--- src/rtl/frame_buf_pkg.sv ---
// Shared DDR frame-buffer map and read-side state encoding.
// The frame writer and the frame reader both import this package.
package frame_buf_pkg;

    localparam int unsigned DDR_BASE   = 32'd62914560;
    localparam int unsigned PKG_WORDS  = 32'd1024;
    localparam int unsigned PKG_STRIDE = 32'd4096;
    localparam int unsigned PKG_NUM    = 32'd2048;
    localparam int unsigned LINE_W     = 32'd2048;
    localparam int unsigned POS_W      = 32'd11;
    localparam int unsigned PIX_W      = 32'd12;

    typedef enum logic [1:0] {
        ST_IDLE = 2'd0,
        ST_REQ  = 2'd1,
        ST_READ = 2'd2,
        ST_DONE = 2'd3
    } rd_state_e;

    // Byte address of a package; the sum wraps modulo 2^32.
    function automatic logic [31:0] pkg_addr(input logic [31:0] base,
                                             input logic [31:0] idx,
                                             input logic [31:0] stride);
        return base + idx * stride;
    endfunction

endpackage

--- src/rtl/ddr_frame_reader_if.sv ---
// FDMA read-package port: package request out, data strobes back.
interface ddr_frame_reader_if;

    logic [31:0] pkg_rd_addr;
    logic [31:0] pkg_rd_size;
    logic        pkg_rd_areq;
    logic        pkg_rd_en;
    logic [31:0] pkg_rd_data;
    logic        pkg_rd_last;

    modport master (
        output pkg_rd_addr,
        output pkg_rd_size,
        output pkg_rd_areq,
        input  pkg_rd_en,
        input  pkg_rd_data,
        input  pkg_rd_last
    );

    modport slave (
        input  pkg_rd_addr,
        input  pkg_rd_size,
        input  pkg_rd_areq,
        output pkg_rd_en,
        output pkg_rd_data,
        output pkg_rd_last
    );

endinterface

--- src/rtl/ddr_frame_reader_pix_pos_cnt.sv ---
// Next-pixel coordinate counter: x wraps at LINE_W-1 and carries into y.
module pix_pos_cnt #(
    parameter int unsigned LINE_W = frame_buf_pkg::LINE_W,
    parameter int unsigned POS_W  = frame_buf_pkg::POS_W
) (
    input  logic             clk,
    input  logic             rst,
    input  logic             clr,
    input  logic             en,
    output logic [POS_W-1:0] pos_x,
    output logic [POS_W-1:0] pos_y
);

    localparam logic [POS_W-1:0] X_LAST = POS_W'(LINE_W - 32'd1);

    // Coordinate register: clear wins over advance.
    always_ff @(posedge clk or posedge rst) begin
        if (rst) begin
            pos_x <= {POS_W{1'b0}};
            pos_y <= {POS_W{1'b0}};
        end else if (clr) begin
            pos_x <= {POS_W{1'b0}};
            pos_y <= {POS_W{1'b0}};
        end else if (en) begin
            if (pos_x == X_LAST) begin
                pos_x <= {POS_W{1'b0}};
                pos_y <= pos_y + POS_W'(1);
            end else begin
                pos_x <= pos_x + POS_W'(1);
            end
        end
    end

endmodule

--- src/rtl/ddr_frame_reader.sv ---
// Replays one stored frame from DDR as a 12-bit pixel stream, one package
// request at a time, with frame/data valid and pixel coordinates.
module ddr_frame_reader #(
    parameter int unsigned DDR_BASE   = frame_buf_pkg::DDR_BASE,
    parameter int unsigned PKG_WORDS  = frame_buf_pkg::PKG_WORDS,
    parameter int unsigned PKG_STRIDE = frame_buf_pkg::PKG_STRIDE,
    parameter int unsigned PKG_NUM    = frame_buf_pkg::PKG_NUM,
    parameter int unsigned LINE_W     = frame_buf_pkg::LINE_W
) (
    input  logic                       clk_100m,
    input  logic                       rst,
    input  logic                       start,
    output logic                       busy,
    output logic                       done,
    output logic                       len_err,
    ddr_frame_reader_if.master         pkg_rd,
    output logic [11:0]                img,
    output logic                       data_valid,
    output logic                       frame_valid,
    output logic [10:0]                pos_x,
    output logic [10:0]                pos_y
);

    localparam logic [31:0] BASE_ADDR  = 32'(DDR_BASE);
    localparam logic [31:0] STRIDE     = 32'(PKG_STRIDE);
    localparam logic [31:0] WORDS_LAST = 32'(PKG_WORDS - 32'd1);
    localparam logic [31:0] PKG_LAST   = 32'(PKG_NUM - 32'd1);

    frame_buf_pkg::rd_state_e state_r;

    logic [31:0] pkg_cnt_r;
    logic [31:0] word_cnt_r;
    logic [31:0] addr_r;
    logic        areq_r;
    logic        busy_r;
    logic        done_r;
    logic        len_err_r;
    logic        fv_r;
    logic        dv_r;
    logic [11:0] img_r;
    logic [10:0] pos_x_r;
    logic [10:0] pos_y_r;

    logic        accept_s;
    logic        pix_en_s;
    logic [10:0] nxt_x_s;
    logic [10:0] nxt_y_s;
    logic        data_hi_unused_s;

    // Strobes outside READ (late FDMA beats after reset or between frames) are dropped here.
    always_comb begin
        accept_s = 1'b0;
        pix_en_s = 1'b0;
        if (state_r == frame_buf_pkg::ST_IDLE) begin
            accept_s = start;
        end else if (state_r == frame_buf_pkg::ST_READ) begin
            pix_en_s = pkg_rd.pkg_rd_en;
        end else begin
            accept_s = 1'b0;
            pix_en_s = 1'b0;
        end
    end

    assign data_hi_unused_s = ^pkg_rd.pkg_rd_data[31:12];

    pix_pos_cnt #(
        .LINE_W (LINE_W),
        .POS_W  (32'd11)
    ) u_pos (
        .clk   (clk_100m),
        .rst   (rst),
        .clr   (accept_s),
        .en    (pix_en_s),
        .pos_x (nxt_x_s),
        .pos_y (nxt_y_s)
    );

    // Frame sequencer with all outward-facing signals registered.
    always_ff @(posedge clk_100m or posedge rst) begin
        if (rst) begin
            state_r    <= frame_buf_pkg::ST_IDLE;
            pkg_cnt_r  <= 32'd0;
            word_cnt_r <= 32'd0;
            addr_r     <= BASE_ADDR;
            areq_r     <= 1'b0;
            busy_r     <= 1'b0;
            done_r     <= 1'b0;
            len_err_r  <= 1'b0;
            fv_r       <= 1'b0;
            dv_r       <= 1'b0;
            img_r      <= 12'd0;
            pos_x_r    <= 11'd0;
            pos_y_r    <= 11'd0;
        end else begin
            areq_r <= 1'b0;
            done_r <= 1'b0;
            dv_r   <= 1'b0;
            case (state_r)
                frame_buf_pkg::ST_IDLE: begin
                    if (start) begin
                        state_r    <= frame_buf_pkg::ST_REQ;
                        pkg_cnt_r  <= 32'd0;
                        word_cnt_r <= 32'd0;
                        len_err_r  <= 1'b0;
                        busy_r     <= 1'b1;
                        fv_r       <= 1'b1;
                        areq_r     <= 1'b1;
                        addr_r     <= frame_buf_pkg::pkg_addr(BASE_ADDR, 32'd0, STRIDE);
                        pos_x_r    <= 11'd0;
                        pos_y_r    <= 11'd0;
                    end
                end
                frame_buf_pkg::ST_REQ: begin
                    state_r <= frame_buf_pkg::ST_READ;
                end
                frame_buf_pkg::ST_READ: begin
                    if (pkg_rd.pkg_rd_en) begin
                        img_r      <= pkg_rd.pkg_rd_data[11:0];
                        dv_r       <= 1'b1;
                        pos_x_r    <= nxt_x_s;
                        pos_y_r    <= nxt_y_s;
                        word_cnt_r <= word_cnt_r + 32'd1;
                        if (pkg_rd.pkg_rd_last) begin
                            // A short or long package is flagged but the frame still runs out.
                            if (word_cnt_r != WORDS_LAST) begin
                                len_err_r <= 1'b1;
                            end
                            word_cnt_r <= 32'd0;
                            if (pkg_cnt_r == PKG_LAST) begin
                                state_r <= frame_buf_pkg::ST_DONE;
                                done_r  <= 1'b1;
                                busy_r  <= 1'b0;
                                fv_r    <= 1'b0;
                            end else begin
                                state_r   <= frame_buf_pkg::ST_REQ;
                                pkg_cnt_r <= pkg_cnt_r + 32'd1;
                                areq_r    <= 1'b1;
                                addr_r    <= frame_buf_pkg::pkg_addr(BASE_ADDR,
                                                 pkg_cnt_r + 32'd1, STRIDE);
                            end
                        end
                    end
                end
                frame_buf_pkg::ST_DONE: begin
                    state_r <= frame_buf_pkg::ST_IDLE;
                end
                default: begin
                    state_r <= frame_buf_pkg::ST_IDLE;
                end
            endcase
        end
    end

    assign pkg_rd.pkg_rd_addr = addr_r;
    assign pkg_rd.pkg_rd_size = 32'(PKG_WORDS);
    assign pkg_rd.pkg_rd_areq = areq_r;
    assign busy               = busy_r;
    assign done               = done_r;
    assign len_err            = len_err_r;
    assign img                = img_r;
    assign data_valid         = dv_r;
    assign frame_valid        = fv_r;
    assign pos_x              = pos_x_r;
    assign pos_y              = pos_y_r;

endmodule

--- src/flat_wrapper.sv ---
// flat-port wrapper written by rule: the top's interface ports become plain ports
module ddr_frame_reader_flat 
#(
    parameter int unsigned DDR_BASE   = frame_buf_pkg::DDR_BASE,
    parameter int unsigned PKG_WORDS  = frame_buf_pkg::PKG_WORDS,
    parameter int unsigned PKG_STRIDE = frame_buf_pkg::PKG_STRIDE,
    parameter int unsigned PKG_NUM    = frame_buf_pkg::PKG_NUM,
    parameter int unsigned LINE_W     = frame_buf_pkg::LINE_W
)
  (clk_100m, rst, start, busy, done, len_err, img, data_valid, frame_valid, pos_x, pos_y, pkg_rd_pkg_rd_addr, pkg_rd_pkg_rd_size, pkg_rd_pkg_rd_areq, pkg_rd_pkg_rd_en, pkg_rd_pkg_rd_data, pkg_rd_pkg_rd_last);
  ddr_frame_reader_if pkg_rd_i ();
  input  logic clk_100m;
  input  logic rst;
  input  logic start;
  output logic busy;
  output logic done;
  output logic len_err;
  output logic [11:0] img;
  output logic data_valid;
  output logic frame_valid;
  output logic [10:0] pos_x;
  output logic [10:0] pos_y;
  output wire logic [$bits(pkg_rd_i.pkg_rd_addr)-1:0] pkg_rd_pkg_rd_addr;
  output wire logic [$bits(pkg_rd_i.pkg_rd_size)-1:0] pkg_rd_pkg_rd_size;
  output wire logic [$bits(pkg_rd_i.pkg_rd_areq)-1:0] pkg_rd_pkg_rd_areq;
  input wire logic [$bits(pkg_rd_i.pkg_rd_en)-1:0] pkg_rd_pkg_rd_en;
  input wire logic [$bits(pkg_rd_i.pkg_rd_data)-1:0] pkg_rd_pkg_rd_data;
  input wire logic [$bits(pkg_rd_i.pkg_rd_last)-1:0] pkg_rd_pkg_rd_last;
  assign pkg_rd_pkg_rd_addr = pkg_rd_i.pkg_rd_addr;
  assign pkg_rd_pkg_rd_size = pkg_rd_i.pkg_rd_size;
  assign pkg_rd_pkg_rd_areq = pkg_rd_i.pkg_rd_areq;
  assign pkg_rd_i.pkg_rd_en = pkg_rd_pkg_rd_en;
  assign pkg_rd_i.pkg_rd_data = pkg_rd_pkg_rd_data;
  assign pkg_rd_i.pkg_rd_last = pkg_rd_pkg_rd_last;
  ddr_frame_reader #(.DDR_BASE(DDR_BASE), .PKG_WORDS(PKG_WORDS), .PKG_STRIDE(PKG_STRIDE), .PKG_NUM(PKG_NUM), .LINE_W(LINE_W)) u_core (.clk_100m(clk_100m), .rst(rst), .start(start), .busy(busy), .done(done), .len_err(len_err), .pkg_rd(pkg_rd_i), .img(img), .data_valid(data_valid), .frame_valid(frame_valid), .pos_x(pos_x), .pos_y(pos_y));
endmodule
--- config.mk ---
export PLATFORM = sky130hd
export DESIGN_NAME = ddr_frame_reader_flat
export DESIGN_NICKNAME = d
export VERILOG_FILES = /design/src/rtl/frame_buf_pkg.sv /design/src/rtl/ddr_frame_reader_if.sv /design/src/rtl/ddr_frame_reader_pix_pos_cnt.sv /design/src/rtl/ddr_frame_reader.sv /design/src/flat_wrapper.sv
export SDC_FILE = /design/constraint.sdc
export NUM_CORES = 1
export LEC_CHECK = 0
export BUFFER_PORTS_ARGS = -buffer_cell sky130_fd_sc_hd__clkbuf_2
export CAP_MARGIN = 5
export CORE_MARGIN = 2
export CORE_UTILIZATION = 35
export CTS_BUF_LIST = sky130_fd_sc_hd__clkbuf_8 sky130_fd_sc_hd__clkbuf_16
export DETAILED_ROUTE_END_ITERATION = 7
export HOLD_SLACK_MARGIN = 0.15
export SYNTH_ARGS = -nofsm -noshare
export SYNTH_HDL_FRONTEND = slang
export SYNTH_SLANG_ARGS = --single-unit
--- constraint.sdc ---
create_clock -name clk_100m -period 7.5 [get_ports clk_100m]
set_clock_uncertainty 0.2 [all_clocks]
set_input_delay 1.125 -clock clk_100m [delete_from_list [all_inputs] [get_ports clk_100m]]
set_output_delay 1.125 -clock clk_100m [all_outputs]
set_load 0.03 [all_outputs]
==> flow_summary_export.csv, run 1 <==
group,metric,value,unit
timing,max_freq,0.224,GHz
power,p_per_area,269,nW/µm²
power,leakagePower,3.75,nW
clocking,cts.clk_slew.worst_paths,60,ps
run,cap_violations,0,
timing,fin_crit_sh,0.596,
timing,fin_crit,4470,ps
setup_path,critPathKind,"flip-flop to flip-flop",
cells_and_area,num-nets-final,872,
synth,syn_area_per_cell,9.16,µm²
clocking,cts_tree,"built",
setup_path,start_kind,"flip-flop",
drt,final_antenna_net_count,0,
placed_design,place_congestion,0.818,
die,dieArea,21500,µm²
timing,max_slew.worst_pin.slew,1100,ps
synth,ys_dominant_reg_cell,"dfrtp_1",
timing,slew-limit-headroom,0.265,
timing,rsz0062_at_grt,"false",
synth,yosysWarnings,0,
setup_path,path_max_fanout,24,
placed_design,port_buffers,76,
clocking,cts_hold_buf,0,
clocking,clock_latency,430,ps
drt,post_drt_via_cell_ratio,4.84,
global_routing,antenna_found_initial,0,
clocking,clockBufferDepth,2,
synth,synth_edf_count,0,
global_routing,overflow,0,
global_routing,grt_pass1_vias,4977,
global_routing,grt_pass1_wl,26.4,mm
cells_and_area,nFillCells,2069,
die,ios,141,
cells_and_area,drive_gt1_frac,0.167,
setup_path,path_cells,"nor2b_2, nand2_1, clkinv_1, o311a_1, nor2_1, o21ai_0, o31ai_1",
clocking,numCtsBuffers,17,
hold_path,worstHoldStart,"u_core.pos_x[5]$_DFFE_PP0P_",
synth,synth-seq-cells,137,
timing,setup_viol_count_final,0,
synth,yosys.cell_types.count,60,
drt,wire_per_inst,14.0,µm
drt,vias,5387,
die,std_cell_rows,52,
drt,drc,0,
clocking,cts_sinks,137,
setup_path,crit_arrival,4560,ps
timing,maxSlewViolCount,0,
setup_path,endpoint_kind,"flip-flop",
setup_path,cp.required,7600,ps
die,initial_core_util,0.354,
synth,netlist_instances,777,
placed_design,dpl.hpwl,10.3,mm
synth,syn_area,7110,µm²
global_routing,grt_max_degree,76,
setup_path,worstSetupStartpoint,"u_core.state_r[0]$_DFFE_PP0P_",
run_status,status,"finished clean",
drt,wl,15.6,mm
die,fp.dieW,147,µm
setup_path,max_stage_delay,900,ps
cells_and_area,stdcell_area,8050,µm²
placed_design,placed_cell_area,7480,µm²
drt,first_pass_iters,4,
synth,async_flop_share,1.00,
die,design.core.area,20100,µm²
power,ir_drop,167,µV
setup_path,rr_startpoint,"u_core.state_r[0]$_DFFE_PP0P_",
hold_path,hold_class,"flip-flop to flip-flop",
cells_and_area,area_growth,13.2,%
clocking,cts_setup_buffers,0,
drt,drt_iter0_markers,306,
global_routing,grt_usage,0.153,
synth,ys_seq_area_frac,0.483,
clocking,cts_resized,0,
timing,tns,0,ps
timing,finalHoldViolCount,0,
cells_and_area,antennaDiodeCount,0,
die,die_h,147,µm
clocking,cts-root-buf,"clkbuf_16",
clocking,htreeDepth,4,
setup_path,cpMaxStageDelayCell,"nor2b_2",
-- worst paths after layout --
kind	cells past startpoint	end	slack, ps
max	7	u_core.pkg_cnt_r[18]$_DFFE_PP0P_	3030
min	2	u_core.pos_x[5]$_DFFE_PP0P_	260
max reg2reg	7	u_core.pkg_cnt_r[18]$_DFFE_PP0P_	3030
min reg2reg	2	u_core.pos_x[5]$_DFFE_PP0P_	260
max in group asynchronous	3	u_core.u_pos.pos_y[0]$_DFFE_PP0P_	5220
min in group asynchronous	2	u_core.data_valid$_DFF_PP0_	610
-- worst max-delay path, delay by kind of cell (launching register included) --
family	cells	cell delay (ps)
buffers and inverters	1	620
and+or+nand+nor	3	1950
AOI/OAI and AO/OA	3	1040
DFF	1	520
-- cell usage in the layout (no fill, tap or decap), types with 4 or more instances in the layout --
cell type  synthesis  final
xnor2_1           27     27
conb_1             2     44
dfstp_2            4      4
nor4_1            14     14
xor2_1            39     39
dfrtp_1          133    133
nand3_1           61     61
nand4_1           18     18
and3_1             8      8
clkinv_2           0      5
nor2_1            66     65
clkbuf_2           0     76
ha_1               5      5
nor3_1            20     20
a21oi_1           21     20
a211oi_1           5      5
inv_1             17     18
or3_1             16     16
buf_4             58      4
or2_2              4      4
clkbuf_16          0     17
nand2_1          128    128
and4_1             6      6
o21ai_0           36     36
o31ai_1            6      6
and2_1             4      4
-- cell families (layout without fill, tap and decap cells) --
kind of cell	count (synthesis)	count (layout)	synth area share
flops	137	137	0.483
fa+ha+maj	5	5	0.00879
xor+xnor	66	66	0.0813
other cells	2	44	0.00106
compound gates	92	92	0.0830
mux	3	3	0.00440
simple gates	366	366	0.250
buf+inv	106	130	0.0893
-- where the power goes --
part | switching [W] | internal [W] | total [W] | leakage [nW]
clock network | 0.000320 | 0.000493 | 0.000813 | 0.288
registers | 0.0000637 | 0.000814 | 0.000878 | 1.87
logic | 0.000367 | 0.000105 | 0.000472 | 1.60
total | 0.000751 | 0.00141 | 0.00216 | 3.75
-- state kept, by name (all words and copies together) (netlist names) --
register / cells
u_core.word_cnt_r: 32
u_core.state_r: 2
u_core.img: 12
u_core.pkg_rd.pkg_rd_areq: 1
u_core.pos_x: 11
u_core.frame_valid: 1
u_core.pkg_rd.pkg_rd_addr: 10
u_core.u_pos.pos_x: 11
u_core.pkg_cnt_r: 32
u_core.done: 1
u_core.len_err: 1
u_core.u_pos.pos_y: 11
u_core.pos_y: 11
u_core.data_valid: 1
-- per-layer routing --
metal | global-route usage | vias up | part of all wire
met3 | 0.0397 | 20 | 0.042
met5 | 0 | - | 0
met2 | 0.235 | 112 | 0.46
li1 | - | 2684 | -
met1 | 0.213 | 2571 | 0.48
met4 | 0.0471 | 0 | 0.014
-- cell usage after synthesis (all sizes together), types with 7 or more instances --
cell | n | area, µm²
or3 | 19 | 123
xor2 | 39 | 342
o31ai | 8 | 70.1
nor2 | 66 | 248
buf | 65 | 474
a21oi | 21 | 105
nand3 | 63 | 325
and4 | 7 | 62.6
clkbuf | 22 | 82.6
nor4 | 14 | 87.6
nor3 | 20 | 100
dfrtp | 133 | 3330
nand4 | 19 | 134
inv | 17 | 63.8
xnor2 | 27 | 236
and3 | 10 | 65.1
nand2 | 128 | 480
o21ai | 36 | 180
-- metrics by stage --
stage                     hold WS [ps]  setup WS (ps)  cells  total power [W]   util
after CTS                          270           2910   1113          0.00220  0.401
after global placement             249           2990   1081          0.00137  0.372
final                              263           3030   1113          0.00216  0.401
after detailed placement           257           2930   1081          0.00137  0.372
after floorplan                    238           2510    819          0.00126      -
after global routing               289           2570   1113          0.00229  0.401
-- layout make-up --
| type | count | area [µm²] | area share |
|---|---|---|---|
| sequential | 137 | 3430 | 0.426 |
| multi-input combinational | 576 | 3230 | 0.401 |
| clock buffer | 18 | 439 | 0.0545 |
| timing repair buffer | 80 | 410 | 0.0510 |
| tap | 270 | 338 | 0.0419 |
| clock inverter | 14 | 134 | 0.0166 |
| inverter | 18 | 72.6 | 0.00901 |
Note: power is estimated with default switching activity, not from simulation.
==> inputs of run 2 (changes only) <==
==> constraint.sdc (replaced) <==
create_clock -name clk_100m -period 4.14 [get_ports clk_100m]
set_clock_uncertainty 0.2 [all_clocks]
set_input_delay 0.621 -clock clk_100m [delete_from_list [all_inputs] [get_ports clk_100m]]
set_output_delay 0.621 -clock clk_100m [all_outputs]
set_load 0.03 [all_outputs]
==> run 2 against run 1 <==
Worst setup slack got worse by 2100 ps. Non-clock buffer count rose by 6. Sequential share of layout area fell by 0.38 points. Combinational power rose by 85%. Critical endpoint unchanged.
==> flow_summary_export.csv, run 2 (synthesis gave the netlist of run 1 again) <==
group,metric,value,unit
setup_path,path_cells,"ha_1, nand3_1, or3_2, o311a_1, nor2_1, o21ai_0, o31ai_1",
global_routing,antenna_found_initial,0,
hold_path,hold_class,"input pin to flip-flop",
setup_path,start_kind,"flip-flop",
placed_design,port_buffers,76,
power,p_int,0.00260,W
global_routing,grt_usage,0.149,
setup_path,critPathKind,"flip-flop to flip-flop",
clocking,cts-root-buf,"clkbuf_16",
die,std_cell_rows,52,
setup_path,path_max_fanout,15,
hold_path,worstHoldStart,"pkg_rd_pkg_rd_data[3]",
drt,first_pass_iters,4,
drt,drc,0,
die,initial_core_util,0.354,
drt,post_drt_via_cell_ratio,4.79,
timing,tns,0,ps
global_routing,grt_pass1_wl,25.9,mm
die,ios,141,
power,leakagePower,3.78,nW
clocking,cts_sinks,137,
setup_path,endpoint_kind,"flip-flop",
timing,max_freq,0.311,GHz
timing,hold_ws,188,ps
drt,final_antenna_net_count,0,
timing,fin_crit_sh,0.775,
power,finalPower,0.00399,W
clocking,cts.clk_slew.worst_paths,60,ps
timing,finalHoldViolCount,0,
setup_path,cpMaxStageDelayCell,"nor2_1",
die,dieArea,21500,µm²
setup_path,worst-path-buf-inv,0,
setup_path,ff2ff_path_depth,7,
setup_path,rr_startpoint,"u_core.pkg_cnt_r[0]$_DFFE_PP0P_",
timing,max_slew.worst_pin.slew,1020,ps
drt,wl,15.5,mm
run_status,status,"finished clean",
setup_path,crit_arrival,3340,ps
setup_path,cp.required,4260,ps
clocking,cts_setup_buffers,0,
die,fp.dieW,147,µm
cells_and_area,layout_common_cells,"dfrtp_1, nand2_1, clkbuf_2",
placed_design,dp.cells,1086,
drt,wire_per_inst,13.8,µm
clocking,cts_tree,"built",
cells_and_area,drive_gt1_frac,0.174,
cells_and_area,mostFrequentLayoutCell,"dfrtp_1",
timing,setup_viol_count_final,0,
power,ir_drop,278,µV
timing,maxSlewViolCount,0,
placed_design,place_congestion,0.838,
cells_and_area,nFillCells,2031,
setup_path,max_stage_delay,680,ps
power,p_sw,0.00139,W
power,clkPwrFrac,0.382,
drt,drt_iter0_markers,203,
run,cap_violations,0,
global_routing,grt_max_degree,96,
placed_design,dp_slack,945,ps
power,sw_frac_of_total,0.347,
timing,slew-limit-headroom,0.321,
clocking,htreeDepth,4,
die,die_h,147,µm
setup_path,critical_path_cell_count,7,
power,combPwrFrac,0.219,
placed_design,dpl.hpwl,10.2,mm
global_routing,overflow,0,
drt,vias,5364,
clocking,numCtsBuffers,17,
clocking,clock_latency,430,ps
clocking,clockBufferDepth,2,
cells_and_area,area_growth,14.2,%
timing,layout_setup_ws,929,ps
power,p_per_area,491,nW/µm²
timing,fin_crit,3210,ps
cells_and_area,num-nets-final,878,
cells_and_area,final_cells,1119,
global_routing,grt_pass1_vias,4923,
cells_and_area,antennaDiodeCount,0,
setup_path,worstSetupStartpoint,"u_core.pkg_cnt_r[0]$_DFFE_PP0P_",
setup_path,cp_top_family,"simple AND/OR/NAND/NOR gates",
die,design.core.area,20100,µm²
power,pwr-share-seq,0.399,
timing,rsz0062_at_grt,"false",
hold_path,hold_depth,3,
==> run 2: area by class of cell <==
cell class / instances / area (µm²) / area share
sequential: 137 / 3430 / 0.422
multi-input combinational: 576 / 3220 / 0.396
timing repair buffer: 86 / 470 / 0.0579
clock buffer: 19 / 453 / 0.0557
tap: 270 / 338 / 0.0416
clock inverter: 13 / 141 / 0.0174
inverter: 18 / 71.3 / 0.00878
==> run 2: worst min-delay path, stage by stage <==
cell and delay, ps:
clkbuf_2 70, nand2_1 40, nand2_1 40
==> run 2: metal layers <==
layer  wire, µm  track usage
met1       7560        0.208
met2       6910        0.224
met3        689       0.0397
met4        292       0.0553
met5          0            0
==> run 2: stage by stage <==
step | area, µm² | util
floorplan | 7280 | -
global placement | 7520 | 0.374
detailed placement | 7520 | 0.374
CTS | 8130 | 0.404
global route | 8130 | 0.404
finish | 8130 | 0.404
==> run 2: final timing paths <==
check                                                                 end  slack (ps)
worst max-delay path                     u_core.pkg_cnt_r[18]$_DFFE_PP0P_         930
worst min-delay path                            u_core.img[3]$_DFFE_PP0P_         190
worst max register to register           u_core.pkg_cnt_r[18]$_DFFE_PP0P_         930
worst min register to register                u_core.pos_x[3]$_DFFE_PP0P_         260
max in group asynchronous       u_core.pkg_rd.pkg_rd_addr[22]$_DFFE_PP1P_        2470
min in group asynchronous               u_core.u_pos.pos_x[8]$_DFFE_PP0P_         490
==> run 2: timing repair <==
action / in CTS / in global routing
hold buffers: 1 / 0
resized for setup: 0 / 0
hold endpoints to repair: 9 / 0
==> run 2: power by group through the flow <==
stage	Sequential (W)	Clock [W]	Combinational, W
6_report	0.00159	0.00152	0.000874
5_1_grt	0.00161	0.00164	0.000966
4_1_cts	0.00159	0.00157	0.000892
3_5_place_dp	0.00161	0	0.000890
3_3_place_gp	0.00161	0	0.000881
2_1_floorplan	0.00174	0	0.000534
==> inputs of run 3 (changes only) <==
==> constraint.sdc (replaced) <==
create_clock -name clk_100m -period 3.3 [get_ports clk_100m]
set_clock_uncertainty 0.2 [all_clocks]
set_input_delay 0.495 -clock clk_100m [delete_from_list [all_inputs] [get_ports clk_100m]]
set_output_delay 0.495 -clock clk_100m [all_outputs]
set_load 0.03 [all_outputs]
==> run 3 against run 2 <==
Clock power up 32%. Register-to-register slack worse by 590 ps. Non-clock buffer count up 19. Sequential power up 25%. Combinational power up 29%. Via count up 1.2%. Largest cell class unchanged. Wire length up 0.82%. Critical path depth unchanged. Sequential cell count unchanged. Clock-buffer cell count down 1. First-iteration DRC count up 37%.
==> flow_summary_export.csv, run 3 (synthesis gave the netlist of run 1 again) <==
group,metric,value,unit
setup_path,endpoint_kind,"flip-flop",
global_routing,overflow,0,
power,p_sw,0.00171,W
die,std_cell_rows,52,
setup_path,critPathKind,"flip-flop to flip-flop",
clocking,cts_setup_buffers,0,
timing,maxSlewViolCount,0,
run_status,status,"finished clean",
timing,fin_crit_sh,0.897,
run,cap_violations,0,
global_routing,grt_pass1_vias,5143,
placed_design,dp.cells,1093,
die,dieArea,21500,µm²
die,design.core.area,20100,µm²
setup_path,crit_arrival,3090,ps
cells_and_area,num-nets-final,897,
setup_path,start_kind,"flip-flop",
cells_and_area,drive_gt1_frac,0.174,
global_routing,grt_usage,0.151,
clocking,cts.clk_slew.worst_paths,60,ps
cells_and_area,final_util,0.414,
clocking,cts_tree,"built",
clocking,cts_resized,0,
hold_path,hold_class,"input pin to flip-flop",
setup_path,ff2ff_path_depth,7,
die,ios,141,
timing,max_slew.worst_pin.slew,740,ps
global_routing,grt_pass1_wl,26.5,mm
cells_and_area,layout_common_cells,"dfrtp_1, nand2_1, clkbuf_2",
placed_design,dpl.hpwl,10.3,mm
cells_and_area,area_growth,17.0,%
clocking,cts_hold_buf,13,
drt,wire_per_inst,13.7,µm
clocking,clockBufferDepth,2,
cells_and_area,nFillCells,2003,
cells_and_area,mostFrequentLayoutCell,"dfrtp_1",
timing,max_freq,0.338,GHz
setup_path,path_max_fanout,6,
power,clkPwrFrac,0.391,
timing,rsz0062_at_grt,"false",
die,die_h,147,µm
hold_path,hold_depth,3,
global_routing,antenna_found_initial,1,
drt,final_antenna_net_count,0,
power,sw_frac_of_total,0.333,
power,ir_drop,463,µV
power,leakagePower,3.88,nW
timing,tns,0,ps
timing,setup_viol_count_final,0,
drt,drt_iter0_markers,279,
drt,wl,15.6,mm
global_routing,grt_max_degree,138,
cells_and_area,final_cells,1137,
clocking,cts-root-buf,"clkbuf_16",
drt,drc,0,
die,initial_core_util,0.354,
timing,finalHoldViolCount,0,
clocking,cts_sinks,137,
clocking,clock_latency,420,ps
power,pwr-share-seq,0.389,
timing,fin_crit,2960,ps
power,p_per_area,615,nW/µm²
power,p_int,0.00341,W
cells_and_area,antennaDiodeCount,0,
clocking,numCtsBuffers,17,
drt,vias,5426,
placed_design,port_buffers,76,
power,combPwrFrac,0.220,
drt,first_pass_iters,4,
clocking,htreeDepth,4,
die,fp.dieW,147,µm
timing,slew-limit-headroom,0.507,
placed_design,place_congestion,0.837,
drt,post_drt_via_cell_ratio,4.77,
setup_path,cp.required,3430,ps
==> run 3: power groups by stage <==
| stage | logic [W] | clock network [W] | registers [W] |
|---|---|---|---|
| after floorplan | 0.000670 | 0 | 0.00219 |
| after global placement | 0.00112 | 0 | 0.00202 |
| after detailed placement | 0.00113 | 0 | 0.00202 |
| after CTS | 0.00115 | 0.00205 | 0.00199 |
| after global routing | 0.00124 | 0.00212 | 0.00202 |
| final | 0.00113 | 0.00200 | 0.00199 |
==> run 3: cell type report <==
type | count | area [µm²] | area share
multi-input cells | 576 | 3220 | 0.387
repair buffers | 105 | 643 | 0.0773
clock buffers | 18 | 439 | 0.0528
well taps | 270 | 338 | 0.0406
clock inverters | 13 | 178 | 0.0214
inverters | 18 | 71.3 | 0.00857
flip-flops and latches | 137 | 3430 | 0.413
==> run 3: path summary, 6_finish.rpt <==
path	startpoint	endpoint	slack, ps
worst max-delay path	u_core.pkg_cnt_r[0]$_DFFE_PP0P_	u_core.pkg_rd.pkg_rd_addr[31]$_DFFE_PP0P_	340
worst min-delay path	pkg_rd_pkg_rd_last	u_core.done$_DFF_PP0_	240
worst max register to register	u_core.pkg_cnt_r[0]$_DFFE_PP0P_	u_core.pkg_rd.pkg_rd_addr[31]$_DFFE_PP0P_	340
worst min register to register	u_core.pos_x[2]$_DFFE_PP0P_	u_core.pos_x[2]$_DFFE_PP0P_	260
max in group asynchronous	rst	u_core.img[4]$_DFFE_PP0P_	1710
min in group asynchronous	rst	u_core.word_cnt_r[5]$_DFFE_PP0P_	630
==> run 3: per-layer routing <==
metal | GRT usage | up-vias | wire length [µm]
met3 | 0.0413 | 5 | 627
met1 | 0.208 | 2601 | 7650
met4 | 0.0350 | 0 | 82
li1 | - | 2715 | -
met5 | 0 | - | 0
met2 | 0.239 | 105 | 7220
==> run 3: critical path, stage by stage (launching register included) <==
cell      delay [ps]
dfrtp_1          410
ha_1             240
nand3_1          220
or2_2            370
or4_2            730
a221oi_4         320
a31oi_1          140
o31ai_2          230
==> run 3: per-stage QoR <==
| stage | setup WS [ps] | cell area (µm²) | total power [W] | hold slack, ps |
|---|---|---|---|---|
| 3_3_place_gp | 397 | 7570 | 0.00314 | 251 |
| 6_report | 339 | 8320 | 0.00512 | 235 |
| 2_1_floorplan | 586 | 7280 | 0.00286 | 238 |
| 5_1_grt | 232 | 8320 | 0.00539 | 237 |
| 3_5_place_dp | 375 | 7570 | 0.00315 | 255 |
| 4_1_cts | 341 | 8320 | 0.00519 | 215 |
